File: config.mk
export PLATFORM = sky130hd
export DESIGN_NAME = hmac_chunk_verifier
export DESIGN_NICKNAME = d
export VERILOG_FILES = /design/src/rtl/hmac_chunk_verifier.sv
export SDC_FILE = /design/constraint.sdc
export NUM_CORES = 2
export LEC_CHECK = 0
export BUFFER_PORTS_ARGS = -buffer_cell sky130_fd_sc_hd__buf_2
export CAP_MARGIN = 25
export CORE_AREA = 4 4 712 714
export DETAILED_ROUTE_END_ITERATION = 7
export DIE_AREA = 0 0 716 718
export GPL_ROUTABILITY_DRIVEN = 0
export REMOVE_ABC_BUFFERS = 1
export SLEW_MARGIN = 20
export SYNTH_ARGS = -nofsm -noshare
export SYNTH_HDL_FRONTEND = slang
export SYNTH_SLANG_ARGS = --single-unit
File: constraint.sdc
create_clock -name clk -period 31 [get_ports clk]
set_clock_uncertainty 0.15 [all_clocks]
set_input_delay 9.3 -clock clk [delete_from_list [all_inputs] [get_ports clk]]
set_output_delay 9.3 -clock clk [all_outputs]
set_load 0.02 [all_outputs]
File: src/rtl/hmac_chunk_verifier.sv
// hmac_chunk_verifier
//
// Receive-side partner of the chunk HMAC tag generator. For every chunk it
// latches the expected tag from upstream, asks the SHA-256 HMAC engine for a
// computation, streams the chunk bursts through to the engine while keeping a
// private copy, and compares the engine's tag with the expected one. A match
// releases the buffered chunk downstream in arrival order; a mismatch drops
// the chunk and raises an authentication error.
//
// Ports:
//   clk, rst            clock, asynchronous active-high reset (the engine is
//                       reset alongside this block from the same source)
//   tag_in/val/rdy      expected tag for the next chunk (val/rdy)
//   in_data/val/rdy     upstream chunk bursts (val/rdy)
//   out_data/val/last   verified bursts to downstream, last marks final burst
//   out_data_rdy        downstream ready
//   eng_req_val/rdy     request handshake towards the HMAC engine
//   eng_data/val/rdy    bursts forwarded to the engine
//   eng_hmac/val/rdy    computed tag returned by the engine
//   auth_err            one-cycle pulse when a chunk is dropped
//   auth_fail           sticky mismatch flag, cleared by auth_fail_clr
//   fail_count          saturating count of dropped chunks
//   ok_count            wrapping count of released chunks

module hmac_chunk_verifier #(
  parameter int DATA_COUNT_BURSTS = 2,
  parameter int FAIL_CNT_WIDTH    = 16
) (
  input  logic                      clk,
  input  logic                      rst,
  input  logic [127:0]              tag_in,
  input  logic                      tag_val,
  output logic                      tag_rdy,
  input  logic [511:0]              in_data,
  input  logic                      in_data_val,
  output logic                      in_data_rdy,
  output logic [511:0]              out_data,
  output logic                      out_data_val,
  output logic                      out_data_last,
  input  logic                      out_data_rdy,
  output logic                      eng_req_val,
  input  logic                      eng_req_rdy,
  output logic [511:0]              eng_data,
  output logic                      eng_data_val,
  input  logic                      eng_data_rdy,
  input  logic [127:0]              eng_hmac,
  input  logic                      eng_hmac_val,
  output logic                      eng_hmac_rdy,
  output logic                      auth_err,
  output logic                      auth_fail,
  input  logic                      auth_fail_clr,
  output logic [FAIL_CNT_WIDTH-1:0] fail_count,
  output logic [31:0]               ok_count
);

  localparam int PTR_W = (DATA_COUNT_BURSTS > 1) ? $clog2(DATA_COUNT_BURSTS) : 1;

  typedef enum logic [2:0] {
    IDLE,
    REQ,
    FEED,
    WAIT_MAC,
    RELEASE,
    DROP
  } state_t;

  state_t state, state_next;

  logic [127:0]     tag_reg;
  logic [PTR_W-1:0] wr_ptr;
  logic [PTR_W-1:0] rd_ptr;
  logic [7:0]       burst_cnt;
  logic [511:0]     chunk_buf [DATA_COUNT_BURSTS];

  logic tag_fire;
  logic req_fire;
  logic feed_fire;
  logic mac_fire;
  logic out_fire;
  logic feed_done;
  logic last_out;
  logic mac_match;

  assign tag_fire  = tag_val && tag_rdy;
  assign req_fire  = eng_req_val && eng_req_rdy;
  assign feed_fire = in_data_val && in_data_rdy;
  assign mac_fire  = eng_hmac_val && eng_hmac_rdy;
  assign out_fire  = out_data_val && out_data_rdy;
  // The transfer that takes the counter from 1 to 0 closes the chunk.
  assign feed_done = feed_fire && (burst_cnt == 8'd1);
  assign last_out  = (rd_ptr == PTR_W'(DATA_COUNT_BURSTS - 1));
  assign mac_match = (eng_hmac == tag_reg);

  // State register.
  always_ff @(posedge clk or posedge rst) begin
    if (rst) begin
      state <= IDLE;
    end else begin
      state <= state_next;
    end
  end

  // Next-state logic: one chunk in flight at a time, back to IDLE after
  // either releasing or dropping it.
  always_comb begin
    state_next = state;
    case (state)
      IDLE:     if (tag_fire) state_next = REQ;
      REQ:      if (req_fire) state_next = FEED;
      FEED:     if (feed_done) state_next = WAIT_MAC;
      WAIT_MAC: if (mac_fire) state_next = mac_match ? RELEASE : DROP;
      RELEASE:  if (out_fire && last_out) state_next = IDLE;
      DROP:     state_next = IDLE;
      default:  state_next = IDLE;
    endcase
  end

  // Output logic. In FEED the upstream and engine data interfaces are wired
  // straight through so the engine sets the pace; everywhere else the data
  // paths are closed and outputs sit at zero.
  always_comb begin
    tag_rdy       = 1'b0;
    in_data_rdy   = 1'b0;
    out_data      = '0;
    out_data_val  = 1'b0;
    out_data_last = 1'b0;
    eng_req_val   = 1'b0;
    eng_data      = '0;
    eng_data_val  = 1'b0;
    eng_hmac_rdy  = 1'b0;
    auth_err      = 1'b0;
    case (state)
      IDLE:     tag_rdy = 1'b1;
      REQ:      eng_req_val = 1'b1;
      FEED: begin
        eng_data     = in_data;
        eng_data_val = in_data_val;
        in_data_rdy  = eng_data_rdy;
      end
      WAIT_MAC: eng_hmac_rdy = 1'b1;
      RELEASE: begin
        out_data      = chunk_buf[rd_ptr];
        out_data_val  = 1'b1;
        out_data_last = last_out;
      end
      DROP:     auth_err = 1'b1;
      default:  ;
    endcase
  end

  // Control datapath: expected tag, buffer pointers, burst counter and the
  // status counters. auth_fail set in DROP takes priority over a clear
  // arriving in the same cycle so no failure is ever lost.
  always_ff @(posedge clk or posedge rst) begin
    if (rst) begin
      tag_reg    <= '0;
      wr_ptr     <= '0;
      rd_ptr     <= '0;
      burst_cnt  <= '0;
      fail_count <= '0;
      ok_count   <= '0;
      auth_fail  <= 1'b0;
    end else begin
      if (tag_fire) begin
        tag_reg <= tag_in;
      end
      if (state == REQ && req_fire) begin
        burst_cnt <= 8'(DATA_COUNT_BURSTS);
        wr_ptr    <= '0;
      end
      if (state == FEED && feed_fire) begin
        wr_ptr    <= wr_ptr + PTR_W'(1);
        burst_cnt <= burst_cnt - 8'd1;
      end
      if (state == WAIT_MAC && mac_fire && mac_match) begin
        rd_ptr <= '0;
      end
      if (state == RELEASE && out_fire) begin
        rd_ptr <= rd_ptr + PTR_W'(1);
        if (last_out) begin
          ok_count <= ok_count + 32'd1;
        end
      end
      if (state == DROP) begin
        auth_fail <= 1'b1;
        if (fail_count != '1) begin
          fail_count <= fail_count + FAIL_CNT_WIDTH'(1);
        end
      end else if (auth_fail_clr) begin
        auth_fail <= 1'b0;
      end
    end
  end

  // Chunk buffer. Contents only matter between FEED and RELEASE, so it
  // carries no reset.
  always_ff @(posedge clk) begin
    if (state == FEED && feed_fire) begin
      chunk_buf[wr_ptr] <= in_data;
    end
  end

endmodule

==> results_dict.tcl <==
set metrics [dict create \
    status "complete, no violations" \
    vias_per_cell 3.19 \
    drive_above_1_share_pct 41.6 \
    path_max_fanout 3 \
    grt_pass1_vias 36200 \
    die_h_um 718 \
    cts_setup_buffers 0 \
    timing.reg2reg.setup_slack_ps 24120 \
    cts_tree "built" \
    design.core.area_um2 500000 \
    period_needed_ps 19910 \
    required_ps 21550 \
    io-pin-count 1858 \
    htreeDepth 4 \
    largest_reg_flops 1024 \
    synth_area_per_cell_um2 14.6 \
    root_buffer "clkbuf_16" \
    ys_seq_elements 1214 \
    cts_made_buffers 151 \
    p_leak_nw 29.9 \
    area_growth_pct 44.6 \
    finalSetupViolations 0 \
    hpwl_um 324000 \
    cts_hold_buf 0 \
    clockBufferDepth 4 \
    critical_path_arrival_ps 10460 \
    finalPower_mw 5.91 \
    worstSkewPairLatency_ps 850 \
    seq_area_frac_synth_pct 70.1 \
    die_x_um 716 \
    remaining_drc_errors 0 \
    finalCritPeriodShare_pct 64.2 \
    dieArea_um2 514000 \
    path_class "input port to output port" \
    ir_worst_vdd_v 0.0000550 \
    max_freq_mhz 50.2 \
    yosysWarnings 0 \
    synth-main-ff-cell "edfxtp_1" \
    grt-ovfl-total 0 \
    slowest_stage "and2_1" \
    power_density_nw_per_um2 80.8 \
    cp_cell_sequence "buf_2 > and2_1 > buf_2" \
    clkTransAtPathRegs_ps 60 \
    grt_usage_pct 14.0 \
    synth-edff-count 1024 \
    worstMarginPinSlew_ps 1090 \
    ant_nets 0 \
    synth_cell_types 42 \
    max-slew-margin-rel_pct 27.6 \
    first_pass_iters 5 \
    cp-end-kind "output port" \
    core.rowCount 260 \
    io_buffers 1857 \
    wl_per_cell_um 30.7 \
    hold_path_class "register to register" \
    async_reset_ff_share_pct 15.7 \
    syn_inst 3462 \
    cts_sinks 1214 \
    place_ws_ps 11090 \
    grt_max_degree 145 \
    setup_ws_ps 11090 \
    cts_resized 0 \
    num_vias 39100 \
    wl_um 376000 \
    start_util_pct 10.1 \
    report.final.slew_viol_count 0 \
    antenna_found_initial 276 \
    crit_top_cell "buf_2" \
    crit_path_max_incr_delay_ps 600 \
    drt_first_iter_violations 3921 \
    finalNonFillerCells 12200 \
    rsz0062_at_grt "false" \
    timing.max_cap.violations 0 \
    layout.nets 6113 \
    finalHoldViolations 0 \
    dp.cells 11900 \
    synth_area_um2 50600 \
    grt_pass1_wl_um 453000 \
    start_kind "input port" \
]
[Yosys cell counts, types with 6 or more instances]
| library cell | count | share of area (%) |
|---|---|---|
| nor2_1 | 534 | 4.0 |
| and2_1 | 518 | 6.4 |
| nor3_1 | 7 | 0.069 |
| dfrtp_1 | 190 | 9.4 |
| mux2i_1 | 515 | 10 |
| edfxtp_1 | 1024 | 61 |
| nor4_1 | 14 | 0.17 |
| buf_2 | 8 | 0.079 |
| xnor2_1 | 138 | 2.4 |
| nand3_1 | 23 | 0.23 |
| nand4_1 | 40 | 0.49 |
| clkbuf_1 | 172 | 1.3 |
| o21ai_0 | 12 | 0.12 |
| and3_1 | 6 | 0.074 |
| inv_1 | 21 | 0.16 |
| nand2_1 | 34 | 0.25 |
| xor2_1 | 27 | 0.47 |
| mux2_2 | 125 | 2.8 |
| buf_1 | 9 | 0.067 |
[report_power, final]
group / internal, mW / switching, mW / total (mW)
logic: 0.659 / 1.36 / 2.02
clock network: 1.04 / 0.755 / 1.79
registers: 1.94 / 0.155 / 2.10
[final timing paths]
kind,startpoint,endpoint,cells after the start
min in group asynchronous,rst,ok_count[23]$_DFFE_PP0P_,2
worst min register to register,ok_count[31]$_DFFE_PP0P_,ok_count[31]$_DFFE_PP0P_,1
max in group asynchronous,rst,tag_reg[107]$_DFFE_PP0P_,4
worst max register to register,state[1]$_DFFE_PP0P_,chunk_buf[1][141]$_DFFE_PP_,10
worst max-delay path,in_data[243],eng_data[243],3
worst min-delay path,ok_count[31]$_DFFE_PP0P_,ok_count[31]$_DFFE_PP0P_,1
[logic make-up after synthesis]
kind of cell    Yosys count  synth area share (%)
compound gates           33                 0.410
xor+xnor                165                  2.85
fa+ha+maj                 4                0.0988
buf+inv                 211                  1.60
flops                  1214                  70.1
mux                     640                  13.0
simple gates           1195                  12.0
[worst max-delay path: cells and delay by family]
family / cells / cell delay, ps
buf+inv: 2 / 520
simple gates: 1 / 600
[placed cells by master (no fill, tap or decap), drive strengths merged, types with 41 or more instances in the layout]
cell type,synthesis,routed
xnor2,138,138
and2,518,518
nor2,538,538
dfrtp,190,190
mux2,125,125
nand4,41,41
clkinv,0,42
buf,18,1907
diode,0,110
edfxtp,1024,1024
mux2i,515,515
clkbuf,172,189
[metrics by stage]
| step | hold slack (ps) | util, % | cell area (um^2) | TNS, ps |
|---|---|---|---|---|
| final | 312 | 14.6 | 73200 | 0 |
| after global routing | 353 | 14.6 | 73100 | 0 |
| after CTS | 315 | 14.6 | 72900 | 0 |
| after detailed placement | 303 | 13.6 | 68000 | 0 |
| after global placement | 302 | 13.6 | 68000 | 0 |
| after floorplan | 298 | - | 49900 | -7186950 |
[routing by layer]
metal | vias up | GRT usage, % | share of wire (%)
li1 | 16200 | - | -
met5 | - | 0 | 0.25
met3 | 717 | 9.30 | 16
met1 | 19600 | 14.8 | 35
met2 | 2458 | 21.3 | 43
met4 | 122 | 6.64 | 5.5
[layout make-up]
| type | count | area (um^2) |
|---|---|---|
| flip-flops and latches | 1214 | 35500 |
| fillers | 56100 | 427000 |
| well taps | 6681 | 8360 |
| inverters | 21 | 86.3 |
| clock inverters | 79 | 913 |
| multi-input cells | 2037 | 14300 |
| clock buffers | 189 | 3990 |
| diodes | 110 | 275 |
| repair buffers | 1907 | 9760 |
Power figures use the tool's default switching activity.
